`config.mk`:
```
export PLATFORM = sky130hd
export DESIGN_NAME = pe_decimate_stream_flat
export DESIGN_NICKNAME = d
export VERILOG_FILES = /design/src/rtl/pe_decimate_stream_pkg.sv /design/src/rtl/pe_decimate_stream_if.sv /design/src/rtl/pe_sync_fifo.sv /design/src/rtl/pe_decimate_stream.sv /design/src/flat_wrapper.sv
export SDC_FILE = /design/constraint.sdc
export NUM_CORES = 1
export LEC_CHECK = 0
export BUFFER_PORTS_ARGS = -buffer_cell sky130_fd_sc_hd__buf_4
export CORE_MARGIN = 2
export CORE_UTILIZATION = 45
export CTS_BUF_LIST = sky130_fd_sc_hd__clkbuf_4 sky130_fd_sc_hd__clkbuf_8
export DETAILED_ROUTE_END_ITERATION = 8
export PLACE_DENSITY_LB_ADDON = 0.1
export SLEW_MARGIN = 10
export SYNTH_ARGS = -nofsm -noshare
export SYNTH_HDL_FRONTEND = slang
export SYNTH_SLANG_ARGS = --single-unit
export TNS_END_PERCENT = 50
```
`constraint.sdc`:
```
create_clock -name clk -period 7.1 [get_ports clk]
set_input_delay 1.065 -clock clk [delete_from_list [all_inputs] [get_ports clk]]
set_output_delay 1.065 -clock clk [all_outputs]
set_load 0.005 [all_outputs]
```
`src/rtl/pe_decimate_stream_pkg.sv`:
```
// Shared FSM encoding and default widths for the phase-error decimator.
package pe_decimate_stream_pkg;
  localparam int DEF_DATA_WIDTH = 32;
  localparam int DEF_ACC_WIDTH  = 48;

  typedef enum logic {
    UNPRIMED = 1'b0,
    RUN      = 1'b1
  } state_t;
endpackage

```
`src/rtl/pe_decimate_stream_if.sv`:
```
// AXI-Stream style bundle used for both the phase-error input and the averaged output.
interface pe_decimate_stream_if
  import pe_decimate_stream_pkg::*;
#(
  parameter int DATA_WIDTH = DEF_DATA_WIDTH
);
  logic [DATA_WIDTH-1:0] tdata;
  logic                  tvalid;
  logic                  tready;
  logic                  tlast;

  modport master (output tdata, output tvalid, output tlast, input tready);
  modport slave  (input tdata, input tvalid, input tlast, output tready);
endinterface

```
`src/rtl/pe_sync_fifo.sv`:
```
// Single-clock FIFO whose head word and empty flag come straight from flops.
module pe_sync_fifo #(
  parameter int WIDTH = 32,
  parameter int DEPTH = 16
) (
  input  logic             clk,
  input  logic             rst,
  input  logic             i_push,
  input  logic [WIDTH-1:0] i_data,
  input  logic             i_pop,
  output logic [WIDTH-1:0] o_data,
  output logic             o_empty,
  output logic             o_full,
  output logic             o_drop
);
  localparam int AW = $clog2(DEPTH);

  logic [WIDTH-1:0] r_mem [DEPTH];
  logic [AW-1:0]    r_wr_ptr;
  logic [AW-1:0]    r_rd_ptr;
  logic [AW:0]      r_count;
  logic             r_empty;
  logic [WIDTH-1:0] r_data;

  logic             w_do_pop;
  logic             w_do_push;
  logic [AW-1:0]    w_rd_next;
  logic [AW:0]      w_count_next;
  logic [WIDTH-1:0] w_head_next;

  // A pop frees a slot in the same cycle, so a push into a full FIFO still lands.
  assign o_full       = (r_count == (AW+1)'(DEPTH));
  assign w_do_pop     = i_pop && !r_empty;
  assign w_do_push    = i_push && (!o_full || w_do_pop);
  assign o_drop       = i_push && !w_do_push;
  assign w_rd_next    = r_rd_ptr + AW'(w_do_pop);
  assign w_count_next = r_count + (AW+1)'(w_do_push) - (AW+1)'(w_do_pop);
  assign o_data       = r_data;
  assign o_empty      = r_empty;

  // Next head: bypass the incoming word when it becomes the only entry.
  always_comb begin
    w_head_next = r_data;
    if (w_do_push && (r_count == (AW+1)'(w_do_pop)))
      w_head_next = i_data;
    else if (w_count_next != '0)
      w_head_next = r_mem[w_rd_next];
  end

  always_ff @(posedge clk) begin
    if (w_do_push)
      r_mem[r_wr_ptr] <= i_data;
  end

  always_ff @(posedge clk or posedge rst) begin
    if (rst) begin
      r_wr_ptr <= '0;
      r_rd_ptr <= '0;
      r_count  <= '0;
      r_empty  <= 1'b1;
      r_data   <= '0;
    end else begin
      if (w_do_push)
        r_wr_ptr <= r_wr_ptr + AW'(1);
      r_rd_ptr <= w_rd_next;
      r_count  <= w_count_next;
      r_empty  <= (w_count_next == '0);
      r_data   <= w_head_next;
    end
  end
endmodule

```
`src/rtl/pe_decimate_stream.sv`:
```
// Unwraps phase-error samples, boxcar-averages 2^LOG2_AVG of them, and streams
// the averages out through a buffer with framing and drop accounting.
module pe_decimate_stream
  import pe_decimate_stream_pkg::*;
#(
  parameter int DATA_WIDTH = DEF_DATA_WIDTH,
  parameter int ACC_WIDTH  = DEF_ACC_WIDTH,
  parameter int LOG2_AVG   = 4,
  parameter int FIFO_DEPTH = 16,
  parameter int FRAME_LEN  = 64
) (
  input  logic                 clk,
  input  logic                 rst,
  input  logic                 en,
  pe_decimate_stream_if.slave  S_AXIS_PE,
  pe_decimate_stream_if.master M_AXIS_AVG,
  output logic                 overflow,
  output logic [15:0]          drop_count
);
  localparam int SUM_W = ACC_WIDTH + LOG2_AVG;
  localparam int FW    = (FRAME_LEN > 1) ? $clog2(FRAME_LEN) : 1;
  localparam logic [FW-1:0] FRAME_LAST = FW'(FRAME_LEN - 1);

  state_t                  r_state;
  logic [DATA_WIDTH-1:0]   r_prev;
  logic [ACC_WIDTH-1:0]    r_u;
  logic signed [SUM_W-1:0] r_sum;
  logic [LOG2_AVG-1:0]     r_cnt;
  logic                    r_push;
  logic [DATA_WIDTH-1:0]   r_push_data;
  logic                    r_overflow;
  logic [15:0]             r_drop_count;
  logic [FW-1:0]           r_frame;

  logic                    w_accept;
  logic                    w_block_done;
  logic [DATA_WIDTH-1:0]   w_delta;
  logic [ACC_WIDTH-1:0]    w_u_next;
  logic signed [SUM_W-1:0] w_sum_next;
  logic [DATA_WIDTH-1:0]   w_avg;
  logic                    w_pop;
  logic                    w_empty;
  logic                    w_full;
  logic                    w_drop;
  logic [DATA_WIDTH-1:0]   w_fifo_data;
  logic                    w_unused_tlast;
  logic                    w_unused_full;

  assign w_accept     = en && S_AXIS_PE.tvalid;
  assign w_block_done = w_accept && (r_cnt == '1);
  assign w_delta      = S_AXIS_PE.tdata - r_prev;

  // The first sample seeds the unwrapped phase; later ones add the wrapped difference.
  always_comb begin
    if (r_state == UNPRIMED)
      w_u_next = {{(ACC_WIDTH-DATA_WIDTH){S_AXIS_PE.tdata[DATA_WIDTH-1]}}, S_AXIS_PE.tdata};
    else
      w_u_next = r_u + {{(ACC_WIDTH-DATA_WIDTH){w_delta[DATA_WIDTH-1]}}, w_delta};
  end

  assign w_sum_next = r_sum + {{LOG2_AVG{w_u_next[ACC_WIDTH-1]}}, w_u_next};
  assign w_avg      = DATA_WIDTH'(w_sum_next >>> LOG2_AVG);

  always_ff @(posedge clk or posedge rst) begin
    if (rst) begin
      r_state     <= UNPRIMED;
      r_prev      <= '0;
      r_u         <= '0;
      r_sum       <= '0;
      r_cnt       <= '0;
      r_push      <= 1'b0;
      r_push_data <= '0;
    end else begin
      r_push <= w_block_done;
      if (w_block_done)
        r_push_data <= w_avg;
      if (w_accept) begin
        r_state <= RUN;
        r_prev  <= S_AXIS_PE.tdata;
        r_u     <= w_u_next;
        r_cnt   <= r_cnt + LOG2_AVG'(1);
        r_sum   <= w_block_done ? '0 : w_sum_next;
      end
    end
  end

  pe_sync_fifo #(
    .WIDTH (DATA_WIDTH),
    .DEPTH (FIFO_DEPTH)
  ) u_fifo (
    .clk     (clk),
    .rst     (rst),
    .i_push  (r_push),
    .i_data  (r_push_data),
    .i_pop   (w_pop),
    .o_data  (w_fifo_data),
    .o_empty (w_empty),
    .o_full  (w_full),
    .o_drop  (w_drop)
  );

  assign w_pop = !w_empty && M_AXIS_AVG.tready;

  // Frame position advances per transfer; drop statistics saturate rather than wrap.
  always_ff @(posedge clk or posedge rst) begin
    if (rst) begin
      r_frame      <= '0;
      r_overflow   <= 1'b0;
      r_drop_count <= '0;
    end else begin
      if (w_pop)
        r_frame <= (r_frame == FRAME_LAST) ? '0 : r_frame + FW'(1);
      if (w_drop) begin
        r_overflow <= 1'b1;
        if (r_drop_count != 16'hFFFF)
          r_drop_count <= r_drop_count + 16'd1;
      end
    end
  end

  assign M_AXIS_AVG.tdata  = w_fifo_data;
  assign M_AXIS_AVG.tvalid = !w_empty;
  assign M_AXIS_AVG.tlast  = !w_empty && (r_frame == FRAME_LAST);
  assign S_AXIS_PE.tready  = 1'b1;
  assign overflow          = r_overflow;
  assign drop_count        = r_drop_count;
  assign w_unused_tlast    = S_AXIS_PE.tlast;
  assign w_unused_full     = w_full;
endmodule

```
`src/flat_wrapper.sv`:
```
// flat-port wrapper written by rule: the top's interface ports become plain ports
module pe_decimate_stream_flat import pe_decimate_stream_pkg::*;
#(
  parameter int DATA_WIDTH = DEF_DATA_WIDTH,
  parameter int ACC_WIDTH  = DEF_ACC_WIDTH,
  parameter int LOG2_AVG   = 4,
  parameter int FIFO_DEPTH = 16,
  parameter int FRAME_LEN  = 64
)
  (clk, rst, en, overflow, drop_count, S_AXIS_PE_tdata, S_AXIS_PE_tvalid, S_AXIS_PE_tlast, S_AXIS_PE_tready, M_AXIS_AVG_tdata, M_AXIS_AVG_tvalid, M_AXIS_AVG_tlast, M_AXIS_AVG_tready);
  pe_decimate_stream_if #(.DATA_WIDTH(DATA_WIDTH)) S_AXIS_PE_i ();
  pe_decimate_stream_if #(.DATA_WIDTH(DATA_WIDTH)) M_AXIS_AVG_i ();
  input  logic clk;
  input  logic rst;
  input  logic en;
  output logic overflow;
  output logic [15:0] drop_count;
  input wire logic [$bits(S_AXIS_PE_i.tdata)-1:0] S_AXIS_PE_tdata;
  input wire logic [$bits(S_AXIS_PE_i.tvalid)-1:0] S_AXIS_PE_tvalid;
  input wire logic [$bits(S_AXIS_PE_i.tlast)-1:0] S_AXIS_PE_tlast;
  output wire logic [$bits(S_AXIS_PE_i.tready)-1:0] S_AXIS_PE_tready;
  output wire logic [$bits(M_AXIS_AVG_i.tdata)-1:0] M_AXIS_AVG_tdata;
  output wire logic [$bits(M_AXIS_AVG_i.tvalid)-1:0] M_AXIS_AVG_tvalid;
  output wire logic [$bits(M_AXIS_AVG_i.tlast)-1:0] M_AXIS_AVG_tlast;
  input wire logic [$bits(M_AXIS_AVG_i.tready)-1:0] M_AXIS_AVG_tready;
  assign S_AXIS_PE_i.tdata = S_AXIS_PE_tdata;
  assign S_AXIS_PE_i.tvalid = S_AXIS_PE_tvalid;
  assign S_AXIS_PE_i.tlast = S_AXIS_PE_tlast;
  assign S_AXIS_PE_tready = S_AXIS_PE_i.tready;
  assign M_AXIS_AVG_tdata = M_AXIS_AVG_i.tdata;
  assign M_AXIS_AVG_tvalid = M_AXIS_AVG_i.tvalid;
  assign M_AXIS_AVG_tlast = M_AXIS_AVG_i.tlast;
  assign M_AXIS_AVG_i.tready = M_AXIS_AVG_tready;
  pe_decimate_stream #(.DATA_WIDTH(DATA_WIDTH), .ACC_WIDTH(ACC_WIDTH), .LOG2_AVG(LOG2_AVG), .FIFO_DEPTH(FIFO_DEPTH), .FRAME_LEN(FRAME_LEN)) u_core (.clk(clk), .rst(rst), .en(en), .S_AXIS_PE(S_AXIS_PE_i), .M_AXIS_AVG(M_AXIS_AVG_i), .overflow(overflow), .drop_count(drop_count));
endmodule
```
## Word level (Yosys, flattened, before mapping)

Memories as Yosys holds them, arrays and structs flattened.
Index checks and enable logic that the tools add are counted.

| storage, ports and cells | value |
|---|---|
| flip-flop bits (word level) | 239 |
| memory bits (writable) | 512 |
| bits of input ports | 38 |
| output and inout port bits | 52 |
| logic and storage cells | 54 |
| memories kept | 1 |

| operators by class | value |
|---|---|
| add/subtract/negate cells | 10 |
| equality and inequality tests | 5 |
| muxes and demuxes | 7 |
| reductions and logical operators | 16 |

Memories:

| name | words | bits a word | read ports | clocked after memory_dff | wr ports | RTL line | text |
|---|---|---|---|---|---|---|---|
| u_core.u_fifo.r_mem | 16 | 32 | 1 | 0 | 1 | pe_sync_fifo.sv:18 | `logic [WIDTH-1:0] r_mem [DEPTH];` |

Operator list:

| cell | count |
|---|---|
| 2-to-1 mux 32 bit | 2 |
| adder 52 bit | 1 |
| 2-to-1 mux 52 bit | 1 |
| adder 48 bit | 1 |
| 2-to-1 mux 48 bit | 1 |
| subtractor 32 bit | 1 |
| adder 16 x 1 -> 16 bit (second input constant) | 1 |
| != test 16 bit (second input constant) | 1 |
| adder 4 x 1 -> 4 bit (second input constant) | 2 |
| logical AND 1 bit | 8 |
| adder 6 x 1 -> 6 bit (second input constant) | 1 |
| equality test 6 bit (second input constant) | 1 |
| 2-to-1 mux 6 bit | 1 |
| adder 5 x 1 -> 5 bit | 1 |
| equality test 5 x 1 -> 1 bit | 1 |
| equality test 5 bit (second input constant) | 1 |
| logical NOT 5 bit | 1 |
| nonzero test 5 bit | 1 |
| subtractor 5 x 1 -> 5 bit | 1 |
| adder 4 x 1 -> 4 bit | 1 |
| equality test 4 bit (second input constant) | 1 |
| logical NOT 1 bit | 3 |
| 2-to-1 mux 1 bit | 2 |
| AND reduction 2 bit | 1 |
| other kinds (2) | 2 |

## Depth between registers and ports, before layout

Gate-level depths: netlist (run 1).

| logic depth | value |
|---|---|
| depth after elaboration | 10 |
| gate-level depth with buffers | 33 |

## Cells and area by module

From an unflattened synthesis (run 1), not the netlist that was laid out.

| unflattened totals | value |
|---|---|
| cell total of the unflattened synthesis | 2373 |
| area total of the unflattened synthesis | 33159.3 sq um |

Modules (own cells, without submodules):

| module | times used | cells each | area an instance (sq um) | sequential area each (sq um) |
|---|---|---|---|---|
| pe_sync_fifo | 1 | 1017 | 21434.3 | 16527.1 |
| pe_decimate_stream | 1 | 1356 | 11725.0 | 4129.0 |

## Worst setup path after synthesis (run 1)

Ideal clock, no wire load.

| timing path | value |
|---|---|
| path kind | input -> register |
| start | input port S_AXIS_PE_tdata[0] |
| end | register u_core.r_sum[35] |
| library setup time | 0.135 ns |
| arrival | 6.732 ns |
| required time | 6.965 ns |
| path slack | 0.233 ns |
| stages on the path | 31 |
| path buffers | 0 |
| cell sequence | inv_1 -> ha_1 -> fa_1 -> nand2b_1 -> a21boi_0 -> o21ai_0 -> a21oi_1 -> o2111ai_1 -> a21boi_0 -> o21a_1 -> nor2_1 -> xnor2_1 -> ha_1 -> a21o_1 -> a21o_1 -> a21oi_1 -> o21bai_1 -> a221o_1 -> o211ai_1 -> nand3_1 -> and3b_1 -> or2_2 -> ha_1 -> a21oi_1 -> o21ai_0 -> nor3_1 -> o311a_1 -> nor2_2 -> and3_1 -> o41ai_2 -> o31ai_1 |

| on the way | value |
|---|---|
| word-level cells in the longest chain between the ends | 5 |

Ends and longest elaborated chain:

| item | RTL line | text |
|---|---|---|
| start: declaration | flat_wrapper.sv:18 | `input wire logic [$bits(S_AXIS_PE_i.tdata)-1:0] S_AXIS_PE_tdata;` |
| subtractor 32 bit | pe_decimate_stream.sv:51 | `assign w_delta = S_AXIS_PE.tdata - r_prev;` |
| adder 48 bit | pe_decimate_stream.sv:58 | `w_u_next = r_u + {{(ACC_WIDTH-DATA_WIDTH){w_delta[DATA_WIDTH-1]}}, w_delta};` |
| 2-to-1 mux 48 bit | pe_decimate_stream.sv:55 | `if (r_state == UNPRIMED)` |
| via u_core.w_u_next[32] | pe_decimate_stream.sv:38 | `logic [ACC_WIDTH-1:0] w_u_next;` |
| adder 52 bit | pe_decimate_stream.sv:61 | `assign w_sum_next = r_sum + {{LOG2_AVG{w_u_next[ACC_WIDTH-1]}}, w_u_next};` |
| 2-to-1 mux 52 bit | pe_decimate_stream.sv:82 | `r_sum <= w_block_done ? '0 : w_sum_next;` |
| end signal: assignment | pe_decimate_stream.sv:82 |  |
| end: declaration | pe_decimate_stream.sv:27 | `logic signed [SUM_W-1:0] r_sum;` |

The timed path passes the listed nets, and every way through them passes these cells.
A chain may end at the register's enable or synchronous reset.

## Final worst setup path (run 1)

Ends and elaborated chain as after synthesis.

==> results of run 1 <==
## metrics by stage
| stage | utilization | setup TNS [ns] | power, µW |
|---|---|---|---|
| 2_1_floorplan | - | 0 | 13300 |
| 3_3_place_gp | 0.500 | -3.69 | 16900 |
| 3_5_place_dp | 0.500 | -5.18 | 17100 |
| 4_1_cts | 0.535 | 0 | 21000 |
| 5_1_grt | 0.535 | -0.0382 | 22400 |
| 6_report | 0.535 | 0 | 20800 |
## worst register-to-register path, delay by kind of cell (launching register included)
family	cells	cell delay, ns
AND/OR/NAND/NOR	8	1.36
AO/OA/AOI/OAI	17	3.21
buffers and inverters	3	0.37
adder cells (fa/ha/maj)	4	1.13
flip-flops	1	0.38
## final cells by class
class	instances	area (µm²)	area share
Inverter	85	327	0.00833
Antenna cell	1	2.50	0.0000639
Sequential cell	723	20700	0.527
Tap cell	959	1200	0.0306
Timing Repair Buffer	303	2300	0.0587
Multi-Input combinational cell	1456	12200	0.311
Clock buffer	171	2080	0.0532
Clock inverter	50	414	0.0106
## state kept, by name, indices dropped and copies added, names as in the netlist, 6 cells and up
signal / flops
u_core.u_fifo.r_mem: 512
u_core.r_sum: 36
u_core.r_u: 36
u_core.r_prev: 32
u_core.r_push_data: 32
u_core.u_fifo.o_data: 32
u_core.drop_count: 16
u_core.r_frame: 6
## worst min-delay path by stage
stage               depth (start not counted)                                 to  slack, ns
CTS                                         2  u_core.drop_count[11]$_DFFE_PP0P_       0.48
global route                                2  u_core.drop_count[13]$_DFFE_PP0P_       0.49
floorplan                                   2        u_core.r_sum[0]$_DFFE_PP0P_       0.45
detailed placement                          2        u_core.r_sum[0]$_DFFE_PP0P_       0.47
finish                                      2   u_core.drop_count[3]$_DFFE_PP0P_       0.48
global placement                            1        u_core.r_cnt[3]$_DFFE_PP0P_       0.46
## what timing repair did
action                     CTS  global route
resized for setup            0            15
buffers inserted             0             1
setup endpoints to repair    0            14
hold endpoints to repair     0             0
## cells by family (layout without fill, tap and decap cells)
| kind of cell | after synthesis | in the layout | share of synthesized area |
|---|---|---|---|
| buf+inv | 174 | 609 | 0.0197 |
| mux | 209 | 209 | 0.124 |
| flops | 723 | 723 | 0.619 |
| compound gates | 412 | 412 | 0.0817 |
| other cells | 1 | 2 | 0.000112 |
| simple gates | 597 | 597 | 0.0785 |
| xor+xnor | 113 | 113 | 0.0299 |
| fa+ha+maj | 124 | 124 | 0.0474 |
## layer usage
layer / global-route usage / part of all wire
met1: 0.275 / 0.43
met2: 0.371 / 0.50
met3: 0.0319 / 0.045
met4: 0.0640 / 0.025
met5: 0 / 0
## layout by cell type (no fill, tap or decap), types with 8 or more instances in the layout
cell type and count:
a211oi_1 9, a21o_1 34, a21oi_1 92, a22o_1 29, a31oi_1 36, and2_1 8, and2_2 16, and3_1 16
buf_4 301, clkbuf_4 43, clkbuf_8 128, clkinv_1 17, clkinv_2 21, dfrtp_1 209, edfxtp_1 512, ha_1 118
inv_1 84, mux2_2 42, mux4_2 160, nand2_1 315, nand2b_1 9, nand3_1 32, nand4_1 23, nor2_1 110
nor2b_1 15, nor3_1 19, o21a_1 25, o21ai_0 95, o21bai_1 11, o31ai_1 10, or3_1 9, xnor2_1 79
xor2_1 31
## power groups by stage
stage	Sequential, µW	Clock (µW)	Combinational, µW
2_1_floorplan	5650	0	7670
4_1_cts	5780	3890	11300
3_5_place_dp	5860	0	11300
3_3_place_gp	5820	0	11100
6_report	5780	3780	11300
5_1_grt	5870	4070	12500
==> impl.org, run 1 <==
** Run status
- The flow ran to the end, and the final reports show no timing, DRC or antenna violations.

** STA
- At the pin with the least slew margin, the transition time is between 1 and 1.5 ns.
- For the final database, setup skew stands at approximately 0.031 ns.
- Post-Route Hold Slack :: approximately 0.48 ns
- Max Clock Freq :: roughly 0.15 GHz
- Setup violations, final :: 0
- Of the available clock period, the critical path in the final layout requires 0.942.
- Final number of max-transition violations :: 0
- Final hold violation count :: 0
- Measured against its own limit, the worst slew margin works out to 0.297.
- Clock period minus worst slack :: 6.69 ns
- Setup slack closes at approximately 0.41 ns.

** Clocking
- Clock-pin slew was measured on the worst setup and hold paths at around 0.060 ns.
- Clock latency on the worst-skew pair :: approximately 0.74 ns
- Clock tree synthesis found a total of roughly 720 sinks.
- TritonCTS created 120 clock buffers.
- In this run the number of H-tree levels came out at 3.
- Post-CTS Hold Buffers :: 0
- Buffer levels on the longest clock path :: 3
- CTS tree :: done
- In this run the clock root is driven by a clkbuf_8.

** Critical path
- Levels on crit path :: 34
- Data on the critical path arrives at its endpoint at a little over 7 ns.
- For flop-to-flop paths, the worst setup slack is 0.51 ns.
- For this design, the slowest cell found on the critical path is fa_1.
- The worst register-to-register path has a depth of 32.
- Endpoint of the most critical register-to-register path :: u_core.r_sum[35]$_DFFE_PP0P_
- Worst flop-to-flop path startpoint :: u_core.r_prev[0]$_DFFE_PP0P_
- Top delay family on crit path :: compound AO/OA/AOI/OAI gates
- Peak fanout along the critical path :: 4
- Worst setup path startpoint :: S_AXIS_PE_tdata[0]
- CP dominant cell by count :: buf_4
- Worst setup SP type :: input pin
- By startpoint and endpoint, the worst setup path is classified as in2reg.
- STA classifies the critical path endpoint as a flip-flop.
- Crit-path max cell delay :: approximately 0.4 ns
- Counting both buffers and inverters, the worst setup path holds a total of 5.
- Data on the critical path is required at its endpoint by roughly 7.7 ns.
- Following the worst setup path forward leads to its endpoint at u_core.r_sum[35]$_DFFE_PP0P_.

** Global routing
- Number of antenna violations at the first check in global routing :: 1
- Total grt overflow :: 0
- The via count of the first global-routing pass is 21.9k.
- Maximum number of pins on one net before global-route repair :: 130
- The first global-routing pass estimated 125 mm of wire.
- For this run, the total global-route usage over all layers was measured as 0.213.

** Yosys
- Dividing the synthesized area by the synthesized cell count gives 14.2 µm².
- Of all cell types, the one taking the most synthesized area is edfxtp_1.
- Synthesis produced a netlist whose cell count is about 2.4k.
- Post-synthesis net count :: 2,515
- Area share of the largest cell type after synthesis :: 0.460
- Total of warnings raised by yosys :: 0
- Of the synthesized area, sequential elements account for 0.619.
- Async S/R FF share, synth :: 0.292
- Post-synthesis instance area :: 0.0334 mm²
- After synthesis the netlist holds a flip-flop and latch count of ~720.
- The most common cell in the synthesized netlist is edfxtp_1.
- The most used flip-flop cell after synthesis is edfxtp_1.
- Number of distinct library cells after synthesis :: 75
- By area the synthesized netlist is led by edfxtp_1 (46%), dfrtp_1 (16%), mux4_2 (11%).
- Yosys mapped a number of flops with a built-in enable equal to between 500 and 600.
- Most common library cells after synthesis :: edfxtp_1 (512), nand2_1 (316), dfrtp_1 (210)

** Pwr
- Power Density :: between 500 and 600 mW/mm²
- In this run the static leakage power is 0.0153 µW.
- Of the total power, combinational logic draws 0.542.
- Internal cell power :: roughly 13,000 µW
- The share of total power dissipated in the clock network is 0.181.
- VDD sags by at most about 420 µV.
- Summed over all nets, the switching power comes to around 7800 µW.
- The share of total power dissipated in sequential elements is 0.277.
- Of the total power, the share spent switching nets is 0.375.

** Cells and area
- The area growth from synthesis to layout is 17.3%.
- Filler-free cell count of the finished design :: roughly 3.7k
- Of the cells placed in the final design, the portion with a size suffix greater than 1 is 0.275.
- Total non-filler cell area in the finished layout :: 0.0392 mm²
- For this run, the post-layout net count is 2,851.
- Number of filler instances in the final layout :: 6,063

** Route
- Per-cell via count in the routed design :: 5.52
- Total detailed-routing wirelength :: 80.1 mm
- Routed vias :: between 20k and 25k
- The pre-antenna-repair detailed-routing pass consisted of 5 iterations.
- Violation count after the first detailed-route iteration :: roughly 1.4k
- In this run the remaining antenna-violating nets after routing total 0.
- For this run, design rule violations remaining after detail routing come to 0.
- Detailed-route wire length per cell :: about 21 µm

** Die
- The core region is between 0.07 and 0.08 mm².
- After floorplanning, the core was divided into ~100 placement rows.
- Vert. Die Dim :: approximately 280 µm
- Width of the die :: around 280 µm
- Initial standard-cell utilization of the core :: 0.456
- Boundary pin count :: 90
- Die Footprint :: 0.0764 mm²

** Hold path
- In this run the worst hold path is classified as in2async.

** Placement
- Inst Count DP :: between 3k and 4k
- The congestion estimate from routability-driven global placement came to ~0.85.
- Placed inst area :: 0.0366 mm²
- Port buffering added 87 buffers.
- At the placement stage, the worst setup path has a slack of -0.558 ns.
- Once detailed placement completed, the half-perimeter wirelength came to 47.9 mm.

** Job
- Max-cap violations in this run came to 0.
(Power assumes the default switching activity.)
==> run 2: changes to the inputs <==
Settings changed: ABC_AREA set to 1, CORE_UTILIZATION 45 to 59, CTS_CLUSTER_SIZE set to 40.
==> impl.org, run 2 <==
** Clocking
- The quantity of gates resized following cts was 0 (unchanged).
- The depth of the CTS H-tree is 3 (unchanged).
- The clock latency at the later pin of the worst-skew pair was 0.72 ns (-0.02 ns).
- Buffer type at the clock tree root :: clkbuf_8
- The clock transition at the registers of the reported paths came to 0.07 ns (about the same).
- CTS tree :: done
- The number of hold buffers added after cts is 0 (unchanged).
- The number of setup buffers added after CTS is 0 (unchanged).
- Buffer levels on the longest clock path :: 3 (unchanged)
- Num CTS Buffers :: 110 (-8.3%)
- The clock net sink count was 723 (unchanged).

** Yosys
- The synthesized area came to 0.0347 mm² (+3.9%).
- The mean instance size in the synthesized netlist was 10.5 µm² (-26%).
- The number of warning messages in the yosys log is 0 (unchanged).
- By count the netlist is led by nand2_1 (558), edfxtp_1 (512), nor2_1 (402).
- The fraction of registers with async set or reset after synthesis came to 0.292 (unchanged).
- The top-area cell type share of the netlist area is 0.443 (-0.0173).
- Area contributors post-synth :: edfxtp_1 (44%), dfrtp_1 (15%), nand2_1 (6.0%)
- Number of synthesized register bits :: 723 (unchanged)
- Number of enable-type register cells in the synthesized netlist :: 512 (unchanged)
- Number of distinct library cells after synthesis :: 59 (-21%)
- Main synth FF type :: edfxtp_1
- Yosys instantiated no cell more often than nand2_1.
- Sequential element share of the synthesized area :: 0.595 (-0.0233)
- Post-Syn Instances :: 3,301 (+40%)
- edfxtp_1 takes more of the synthesized area than any other cell.
- Post-synthesis net count :: 3,463 (+38%)

** Global routing
- Maximum number of pins on one net before global-route repair :: 189 (+45%)
- Wire length of the first global-routing pass :: 139 mm (+11%)
- The total congestion overflow came to 0 (unchanged).
- Via count of the first global-routing pass :: 25.0k (+14%)
- The number of antenna violations at the first check in global routing came to 1 (unchanged).
- Combined global-route utilization of all metal layers :: 0.301 (+0.0879)

** Cells and area
- Commonest cells after routing, fill and taps aside :: nand2_1 (557), edfxtp_1 (512), nor2_1 (386), o21ai_0 (261), inv_1 (239)
- Final cell utilization of the core :: 0.667 (+0.131)
- Synthesis-to-finish area growth :: 11.3%
- Leading registers by flop count :: u_core.u_fifo.r_mem: 512 flops, u_core.r_sum: 36 flops, u_core.r_u: 36 flops
- The library cell used most frequently in the layout, excluding fill and tap cells, is nand2_1.
- The fraction of layout instances using a drive strength above 1 is 0.117 (-0.158).
- The total number of nets in the final design is 3,562 (+25%).
- Largest register by flop count :: u_core.u_fifo.r_mem
- The number of flip-flops under the largest register name is 512 (unchanged).

** Critical path
- Critical Path Sink Type :: flip-flop
- Data required time of the worst path :: 7.71 ns (+0.03 ns)
- The worst path buffer plus inverter count was 3 (-2).
- For this design, the slowest cell found on the critical path is fa_1.
- Crit-path max cell delay :: 0.43 ns (+0.04 ns)
- Broken down by cell family, the worst path's largest delay share belongs to simple AND/OR/NAND/NOR gates.
- The signal arrival time at the worst endpoint was 6.74 ns (-0.53 ns).
- The largest fanout on the critical path came to 5 (+1).
- By instance count, the cell type seen most on the critical path is nand2_1.
- Critical path start-end classification :: in2reg
- Worst setup SP type :: input pin

** Route
- The detailed-route vias per instance was 5.96 (+7.9%).
- The total via count after detailed routing was 25.4k (+23%).
- The DRC violation count after routing is 0 (unchanged).
- The number of iterations in the first detailed-routing pass is 6 (+1).
- The first-iteration detailed-routing DRC count is 2,127 (+58%).
- Detailed-route wire length per cell :: 21.2 µm (-0.97%)
- Number of nets with antenna violations after detailed routing :: 0 (unchanged)
- The detailed-route wire length was 90.2 mm (+13%).

** STA
- Max-Slew Margin vs Limit :: 0.244 (-0.0527)
- The share of the cycle needed by the critical path after routing is 0.863 (-0.0794).
- Final number of max-transition violations :: 0 (unchanged)
- Final clock skew :: 0.0305 ns (-0.000818 ns)
- Total negative slack :: 0 ns (unchanged)
- Clock period minus worst slack :: 6.12 ns (-0.564 ns)
- Setup violations, final :: 0 (unchanged)
- Worst-margin pin slew :: 1.13 ns (+0.0791 ns)
- Setup repair after global routing left no endpoint under its margin.
- Max Clock Freq :: 0.163 GHz (+9.2%)
- Final hold violation count :: 0 (unchanged)

** Die
- Width of the die :: 247 µm (-11%)
- The placeable core region came to 0.0579 mm² (-21%).
- Number of placement rows :: 88 (-11%)
- The die outline area came to 0.0608 mm² (-20%).
- Initial standard-cell utilization of the core :: 0.599 (+0.143)
- The number of top-level design ports came to 90 (unchanged).
- Vert. Die Dim :: 247 µm (-11%)

** Job
- The count of max-cap constraint violations was 0 (unchanged).

** Placement
- Quantity of I/O buffers inserted on ports :: 87 (unchanged)
- The detailed placer's ending HPWL came to 55.3 mm (+15%).
- The weighted congestion reported at the end of routability-driven placement is 0.949 (+11%).

** Hold path
- The worst hold path belongs to the class in2async.

** Run status
- Run status :: complete, no violations
## run 2: layout make-up
| class | instances | area, µm² |
|---|---|---|
| antenna | 1 | 2.50 |
| clock buffer | 180 | 2180 |
| clock inverter | 26 | 249 |
| fill | 4484 | 19300 |
| inverter | 249 | 945 |
| multi-input combinational | 2189 | 12700 |
| sequential | 723 | 20700 |
| tap | 765 | 957 |
| timing repair buffer | 127 | 966 |
## run 2: final timing paths
path / start / slack (ns) / cells past startpoint / endpoint
worst max register to register: u_core.r_prev[0]$_DFFE_PP0P_ / 1.08 / 34 / u_core.r_sum[35]$_DFFE_PP0P_
min in group clk: u_core.overflow$_DFFE_PP0P_ / 0.49 / 1 / u_core.overflow$_DFFE_PP0P_
worst min-delay path: rst / 0.48 / 2 / u_core.drop_count[15]$_DFFE_PP0P_
max in group asynchronous: rst / 5.10 / 3 / u_core.r_push_data[22]$_DFFE_PP0P_
worst min register to register: u_core.overflow$_DFFE_PP0P_ / 0.49 / 1 / u_core.overflow$_DFFE_PP0P_
worst max-delay path: S_AXIS_PE_tdata[0] / 0.98 / 36 / u_core.r_sum[35]$_DFFE_PP0P_
## run 2: cells by family (layout without fill, tap and decap cells)
group / Yosys count / after routing / synth area share
buffers and inverters: 389 / 582 / 0.0447
and+or+nand+nor: 1158 / 1158 / 0.137
other: 1 / 2 / 0.000108
AOI/OAI and AO/OA: 729 / 729 / 0.130
xor gates and xnor gates: 88 / 88 / 0.0222
DFF: 723 / 723 / 0.595
muxes: 89 / 89 / 0.0257
adders and majority gates: 124 / 124 / 0.0456
## run 2: routing by layer
metal,up-vias,track usage,share of wire
met5,-,0,0
met4,0,0.103,0.028
met3,159,0.0369,0.062
met2,874,0.514,0.49
met1,12445,0.399,0.42
li1,11913,-,-
## run 2: through the flow
step / cells / area [µm²] / hold WS (ns) / worst slack, ns
2_1_floorplan: 3301 / 34700 / 0.442 / 0.271
3_3_place_gp: 4053 / 36200 / 0.457 / 0.367
3_5_place_dp: 4053 / 36200 / 0.464 / 0.285
4_1_cts: 4259 / 38600 / 0.488 / 1.07
5_1_grt: 4260 / 38600 / 0.517 / 0.423
6_report: 4260 / 38600 / 0.484 / 0.975
Power of run 2 is not shown: default switching activity piles up to over one toggle a cycle in this logic, so the estimate is an artifact.
